File: src/rtl/ccff_readback.sv
// ccff_readback: reads the configuration chain back through one full rotation, recirculating tail to head, and packs the bits into words.
// Optional build macro READBACK_CRC_EN adds a CRC-16-CCITT over the captured bits on the crc port. Rev 1.0
`default_nettype none

module ccff_readback #(
  parameter int CHAIN_LEN = 88,
  parameter int WORD_W    = 8
) (
  input  logic              prog_clk,
  input  logic              pReset_n,
  input  logic              start,
  input  logic              ccff_tail,
  output logic              ccff_head,
  output logic              ccff_shift_en,
  output logic [WORD_W-1:0] rd_data,
  output logic              rd_valid,
  input  logic              rd_ready,
  output logic              rd_last,
  output logic              busy,
  output logic              done
`ifdef READBACK_CRC_EN
  ,
  output logic [15:0]       crc
`endif
);

  localparam int CNT_W = $clog2(CHAIN_LEN + 1);
  localparam int IDX_W = (WORD_W > 1) ? $clog2(WORD_W) : 1;

  localparam logic [CNT_W-1:0] C_LAST_BIT = CNT_W'(CHAIN_LEN - 1);
  localparam logic [IDX_W-1:0] C_LAST_IDX = IDX_W'(WORD_W - 1);

  localparam logic [1:0] S_IDLE  = 2'd0;
  localparam logic [1:0] S_SHIFT = 2'd1;
  localparam logic [1:0] S_DRAIN = 2'd2;
  localparam logic [1:0] S_DONE  = 2'd3;

  logic [1:0]        r_state;
  logic [CNT_W-1:0]  r_bit_cnt;
  logic [IDX_W-1:0]  r_idx;
  logic [WORD_W-1:0] r_acc;
  logic [WORD_W-1:0] r_rd_data;
  logic              r_rd_valid;
  logic              r_rd_last;

  logic              w_last_bit;
  logic              w_word_done;
  logic              w_stall;
  logic              w_capture;
  logic [WORD_W-1:0] w_word;

  // The chain head always takes the tail so a full rotation restores the bitstream.
  assign ccff_head = ccff_tail;

  assign w_last_bit  = (r_bit_cnt == C_LAST_BIT);
  assign w_word_done = (r_idx == C_LAST_IDX) | w_last_bit;
  assign w_stall     = w_word_done & r_rd_valid & ~rd_ready;
  assign w_capture   = (r_state == S_SHIFT) & ~w_stall;

  // Accumulator is cleared after each word, so bits above the index are already zero padding.
  always_comb begin
    w_word        = r_acc;
    w_word[r_idx] = ccff_tail;
  end

  always_ff @(posedge prog_clk or negedge pReset_n) begin
    if (!pReset_n) begin
      r_state   <= S_IDLE;
      r_bit_cnt <= '0;
      r_idx     <= '0;
      r_acc     <= '0;
    end else begin
      case (r_state)
        S_IDLE: begin
          if (start) begin
            r_state   <= S_SHIFT;
            r_bit_cnt <= '0;
            r_idx     <= '0;
            r_acc     <= '0;
          end
        end
        S_SHIFT: begin
          if (w_capture) begin
            r_bit_cnt <= r_bit_cnt + 1'b1;
            if (w_word_done) begin
              r_idx <= '0;
              r_acc <= '0;
            end else begin
              r_idx <= r_idx + 1'b1;
              r_acc <= w_word;
            end
            if (w_last_bit) begin
              r_state <= S_DRAIN;
            end
          end
        end
        S_DRAIN: begin
          if (r_rd_valid && rd_ready) begin
            r_state <= S_DONE;
          end
        end
        S_DONE: begin
          r_state <= S_IDLE;
        end
        default: begin
          r_state <= S_IDLE;
        end
      endcase
    end
  end

  // A word loading on the same edge as an acceptance keeps rd_valid high with the new data.
  always_ff @(posedge prog_clk or negedge pReset_n) begin
    if (!pReset_n) begin
      r_rd_data  <= '0;
      r_rd_valid <= 1'b0;
      r_rd_last  <= 1'b0;
    end else if (w_capture && w_word_done) begin
      r_rd_data  <= w_word;
      r_rd_valid <= 1'b1;
      r_rd_last  <= w_last_bit;
    end else if (rd_ready) begin
      r_rd_valid <= 1'b0;
    end
  end

`ifdef READBACK_CRC_EN
  logic [15:0] r_crc;
  logic        w_crc_fb;

  assign w_crc_fb = r_crc[15] ^ ccff_tail;

  always_ff @(posedge prog_clk or negedge pReset_n) begin
    if (!pReset_n) begin
      r_crc <= '0;
    end else if (r_state == S_IDLE && start) begin
      r_crc <= 16'hFFFF;
    end else if (w_capture) begin
      r_crc <= {r_crc[14:0], 1'b0} ^ (w_crc_fb ? 16'h1021 : 16'h0000);
    end
  end

  assign crc = r_crc;
`endif

  assign ccff_shift_en = w_capture;
  assign rd_data       = r_rd_data;
  assign rd_valid      = r_rd_valid;
  assign rd_last       = r_rd_last;
  assign busy          = (r_state != S_IDLE);
  assign done          = (r_state == S_DONE);

endmodule

`default_nettype wire
File: config.mk
export PLATFORM = sky130hd
export DESIGN_NAME = ccff_readback
export DESIGN_NICKNAME = d
export VERILOG_FILES = /design/src/rtl/ccff_readback.sv
export SDC_FILE = /design/constraint.sdc
export NUM_CORES = 1
export LEC_CHECK = 0
export CAP_MARGIN = 40
export CELL_PAD_IN_SITES_DETAIL_PLACEMENT = 0
export CELL_PAD_IN_SITES_GLOBAL_PLACEMENT = 2
export CORE_MARGIN = 3
export CORE_UTILIZATION = 37
export DETAILED_ROUTE_END_ITERATION = 8
export PLACE_DENSITY_LB_ADDON = 0.1
export SLEW_MARGIN = 20
export SYNTH_ARGS = -nofsm -noshare
export SYNTH_HDL_FRONTEND = slang
export SYNTH_SLANG_ARGS = --single-unit
export TNS_END_PERCENT = 100
File: constraint.sdc
create_clock -name prog_clk -period 2.43 [get_ports prog_clk]
set_input_delay 0.486 -clock prog_clk [delete_from_list [all_inputs] [get_ports prog_clk]]
set_output_delay 0.486 -clock prog_clk [all_outputs]
set_load 0.02 [all_outputs]
# Word level (Yosys, flattened, before mapping)

Cells that the tools add are included.

Register bits: 30
Output and inout bits: 14
Bits of input ports: 5
ROM bits: 0
Bits in latches: 0
Memories: 0
Logic and storage cells: 56
Bits in writable memories: 0

Shift operators: 0
$mul: 0
Muxes and demuxes: 21
Bitwise gates (word level): 6
Equality and inequality tests: 9
$add $sub $neg: 2
Reductions and logical operators: 9
$lt $le $gt $ge: 2
Divide/modulo/power cells: 0

Operators by type and width:

| kind                                                 | number |
|---|---|
| two-way mux 8 bit                                    | 3 |
| one-hot mux 8 bit (2 select lines)                   | 1 |
| two-way mux 7 bit                                    | 2 |
| one-hot mux 7 bit (2 select lines)                   | 1 |
| two-way mux 3 bit                                    | 3 |
| bitwise mux 8 bit                                    | 1 |
| two-way mux 2 bit                                    | 4 |
| != test 2 bit (second input constant)                | 4 |
| one-hot mux 2 bit (4 select lines)                   | 1 |
| adder 7 x 1 -> 7 bit (second input constant)         | 1 |
| equality test 7 bit (second input constant)          | 1 |
| one-hot mux 3 bit (2 select lines)                   | 1 |
| nonzero test 2 bit                                   | 3 |
| equality test 2 bit (second input constant)          | 2 |
| < comparator 3 x 4 -> 1 bit (second input constant)  | 1 |
| AND reduction 4 bit                                  | 1 |
| adder 3 x 1 -> 3 bit (second input constant)         | 1 |
| AND 1 bit                                            | 3 |
| demux 1 bit (select 3 bit)                           | 1 |
| equality test 3 bit (second input constant)          | 1 |
| >= comparator 3 x 1 -> 1 bit (second input constant) | 1 |
| logical AND 1 bit                                    | 3 |
| two-way mux 1 bit                                    | 3 |
| AND reduction 3 bit                                  | 1 |
| other kinds (4)                                      | 5 |

# Longest topological paths before layout

Word-level depth: 8
Mapped depth: 7
Mapped depth without buffers: 6

# Least setup slack after synthesis

No wires, ideal clock.

Kind: register to output
From: reg r_idx[0]
To: out ccff_shift_en
Stages on the path, launching flop included: 6
Path slack: 0.575 ns
Arrival time: 1.369 ns
Required time: 1.944 ns
Buffers on the path: 0
Cell sequence: dfrtp_1 > ha_1 > ha_1 > nand3b_1 > o31a_2 > and2_1

Word-level cells in the longest chain between the ends: 6

RTL lines:

| item                    | line | RTL |
|---|---|---|
| from (decl)             | 40   | `logic [IDX_W-1:0] r_idx;` |
| from (signal assigned)  | 89   | `r_idx <= r_idx + 1'b1;` |
| equality test 3 bit     | 56   | `assign w_word_done = (r_idx == C_LAST_IDX) \| w_last_bit;` |
| OR 1 bit                | 56   |  |
| AND 1 bit (2 in series) | 57   | `assign w_stall = w_word_done & r_rd_valid & ~rd_ready;` |
| inverter 1 bit          | 58   | `assign w_capture = (r_state == S_SHIFT) & ~w_stall;` |
| AND 1 bit               | 58   |  |
| to (decl)               | 14   | `output logic ccff_shift_en,` |

No other way between the ends.

# Final worst setup path

From: in rd_ready
To: out ccff_shift_en

Word-level cells in the longest chain between the ends: 4

RTL lines:

| item           | line | RTL |
|---|---|---|
| from (decl)    | 17   | `input logic rd_ready,` |
| inverter 1 bit | 57   |  |
| AND 1 bit      | 57   |  |
| inverter 1 bit | 58   |  |
| AND 1 bit      | 58   |  |

No other way between the ends.

==> flow_summary.yaml <==
die:
  floorplan.initialDensity_pct: 40.02
  dieWidth_um: 73.42
  die_y_um: 73.42
  fp-row-count: 23
  ios: 19
  die_area_sq_mm: 0.005390
  core_sq_mm: 0.004202
synthesis:
  yosysTopAreaCellShare_pct: 44.64
  syn_avg_cell_area_sq_um: 11.21
  synthDistinctLibCells: 40
  ys_warn_count: 0
  synth-edff-count: 0
  post-synth-top-count-cell: "dfrtp_1"
  synthTopCellsByArea: "dfrtp_1, mux2i_1, ha_1, o2bb2ai_1, o31ai_4"
  synth_nets: 163
  yosysSeqAreaShare_pct: 44.64
  postSynthCellCount: 150
  synth_top_area_cell: "dfrtp_1"
  netlist_area_sq_mm: 0.001682
  async_reset_ff_share_pct: 100.0
  synth_commonest_cells: "dfrtp_1, mux2i_1, inv_1, nand2_1"
  dominantRegCellSynth: "dfrtp_1"
  synth.ff_latch_count: 30
detailed_routing:
  wirelength_um: 3424
  drt_iter0_drc: 83
  viasPerCell: 5.316
  drc: 0
  via_count: 1212
  drtPass1Iterations: 4
  wl_per_cell_um: 15.02
  antenna_left: 0
min_path:
  hold_class: "reg2reg"
global_route:
  grt_pass1_wl_um: 5768
  track_usage_pct: 14.10
  grt_pass1_vias: 1161
  antenna_found_initial: 0
  gr-total-overflow: 0
  grt_max_degree: 31
power:
  power_density_mw_per_mm2: 1100
  ir_drop_mv: 0.4985
  p_leak_nw: 0.9751
  fin_total_pwr_mw: 2.270
critical_path:
  end_kind: "primary output"
  critPathMaxFanout: 2
  crit_type: "in2out"
  critPathArrivalTime_ps: 1910
  start_kind: "input port"
  crit_required_ps: 1940
sta:
  finalHoldViolCount: 0
  max_slew.worst_pin.slew_ps: 484.2
  fmax_mhz: 417.8
  setup-tns-final_ps: 0
  relSlewSlack_pct: 67.72
  timing.final.crit_share_pct: 98.51
  fin_ws_ps: 36.32
  report.final.setup_viol: 0
  rsz0062_at_grt: "false"
  slew_violations: 0
  clock_skew_ps: 1.793
  hold_slack_ps: 491.3
  fin_crit_ps: 2394
layout:
  fin_area_sq_mm: 0.002063
  fin_cells: 228
  nets: 190
  final_util_pct: 49.11
  drive_above_1_share_pct: 19.10
  diodes: 0
  fill_cells: 396
  syn_to_final_growth_pct: 22.69
place:
  dpl_worst_slack_ps: -211.3
  dp_hpwl_um: 2454
  gp_congestion: 0.7109
  place_inst: 220
  placement.cell_area_sq_mm: 0.001953
  io_buffers: 18
clock_network:
  root_buffer: "clkbuf_8"
  cts.sinks: 30
  cts_buffers: 5
  h-tree-depth: 2
  insertion_delay_ps: 270
  clockBufferDepth: 2
  cts_tree: "yes"
  clkTransAtPathRegs_ps: 60
run:
  cap_violations: 0
outcome:
  status: "completed"
[worst paths after layout]
path	slack (ps)	cells after the start	endpoint	from
setup / recovery	40	5	ccff_shift_en	rd_ready
hold / removal	490	1	r_acc[3]	r_acc[3]
setup reg to reg	510	6	rd_data[1]	r_bit_cnt[0]
hold reg to reg	490	1	r_acc[3]	r_acc[3]
max in group asynchronous	1540	2	r_acc[5]	pReset_n
min in group asynchronous	610	2	rd_data[6]	pReset_n
[registers in the layout (all words and copies together) (netlist names)]
name	cells
r_state	2
r_acc	8
rd_last	1
r_idx	3
rd_data	8
r_bit_cnt	7
rd_valid	1
[kinds of logic (layout without fill, tap and decap cells)]
group                    after synthesis  after routing  share of synthesized area, %
AO/OA/AOI/OAI                         26             26                         14.58
AND/OR/NAND/NOR                       44             44                         16.00
multiplexers                          21             21                         12.72
buffers and inverters                 21             49                         6.100
flip-flops                            30             30                         44.64
adder cells (fa/ha/maj)                8              8                         5.953
[metal layers]
| metal | part of all wire [%] | routed length, um | vias up | GRT usage, % |
|---|---|---|---|---|
| met3 | 4.4 | 149 | 2 | 3.967 |
| met1 | 50 | 1721 | 593 | 20.26 |
| met2 | 45 | 1531 | 23 | 20.56 |
| li1 | - | - | 594 | - |
| met5 | 0 | 0 | - | 0 |
| met4 | 0.64 | 22 | 0 | 4.225 |
[layout make-up]
class | instances | area, sq um | share of cell area (%)
Multi-Input combinational cell | 99 | 828.3 | 40.15
Inverter | 11 | 41.29 | 2.001
Sequential cell | 30 | 750.7 | 36.39
Timing Repair Buffer | 30 | 270.3 | 13.10
Clock buffer | 8 | 110.1 | 5.337
Tap cell | 50 | 62.56 | 3.032
[where the power goes]
| part | total, mW | leakage (nW) | switching [mW] | internal, mW |
|---|---|---|---|---|
| registers | 0.755 | 0.368 | 0.102 | 0.654 |
| logic | 1.05 | 0.549 | 0.578 | 0.471 |
| clock network | 0.466 | 0.0575 | 0.180 | 0.286 |
[placed cells by master, fill, tap and decap left out, types with 4 or more instances in the layout]
cell type,Yosys,final
ha_1,8,8
nand4_1,5,5
nand2_1,9,9
o2bb2ai_1,8,8
clkdlybuf4s50_1,0,17
mux2i_1,18,18
clkbuf_8,0,8
nor2_1,4,4
nand3b_1,4,4
nand3_1,5,5
buf_4,2,12
inv_1,11,11
dfrtp_1,30,30
[worst max-delay path: stages]
cell and delay, ps:
clkdlybuf4s50_1 430, nand2b_2 200, o31a_2 350, and2_1 150, clkdlybuf4s15_1 290
[timing repair]
action                                  CTS  global route
hold buffers                              0             0
hold endpoints to repair                  0             0
endpoints found under the setup margin    1             1
gates resized for setup                   1             1
buffers inserted                          0             0
Power figures use the tool's default switching activity.
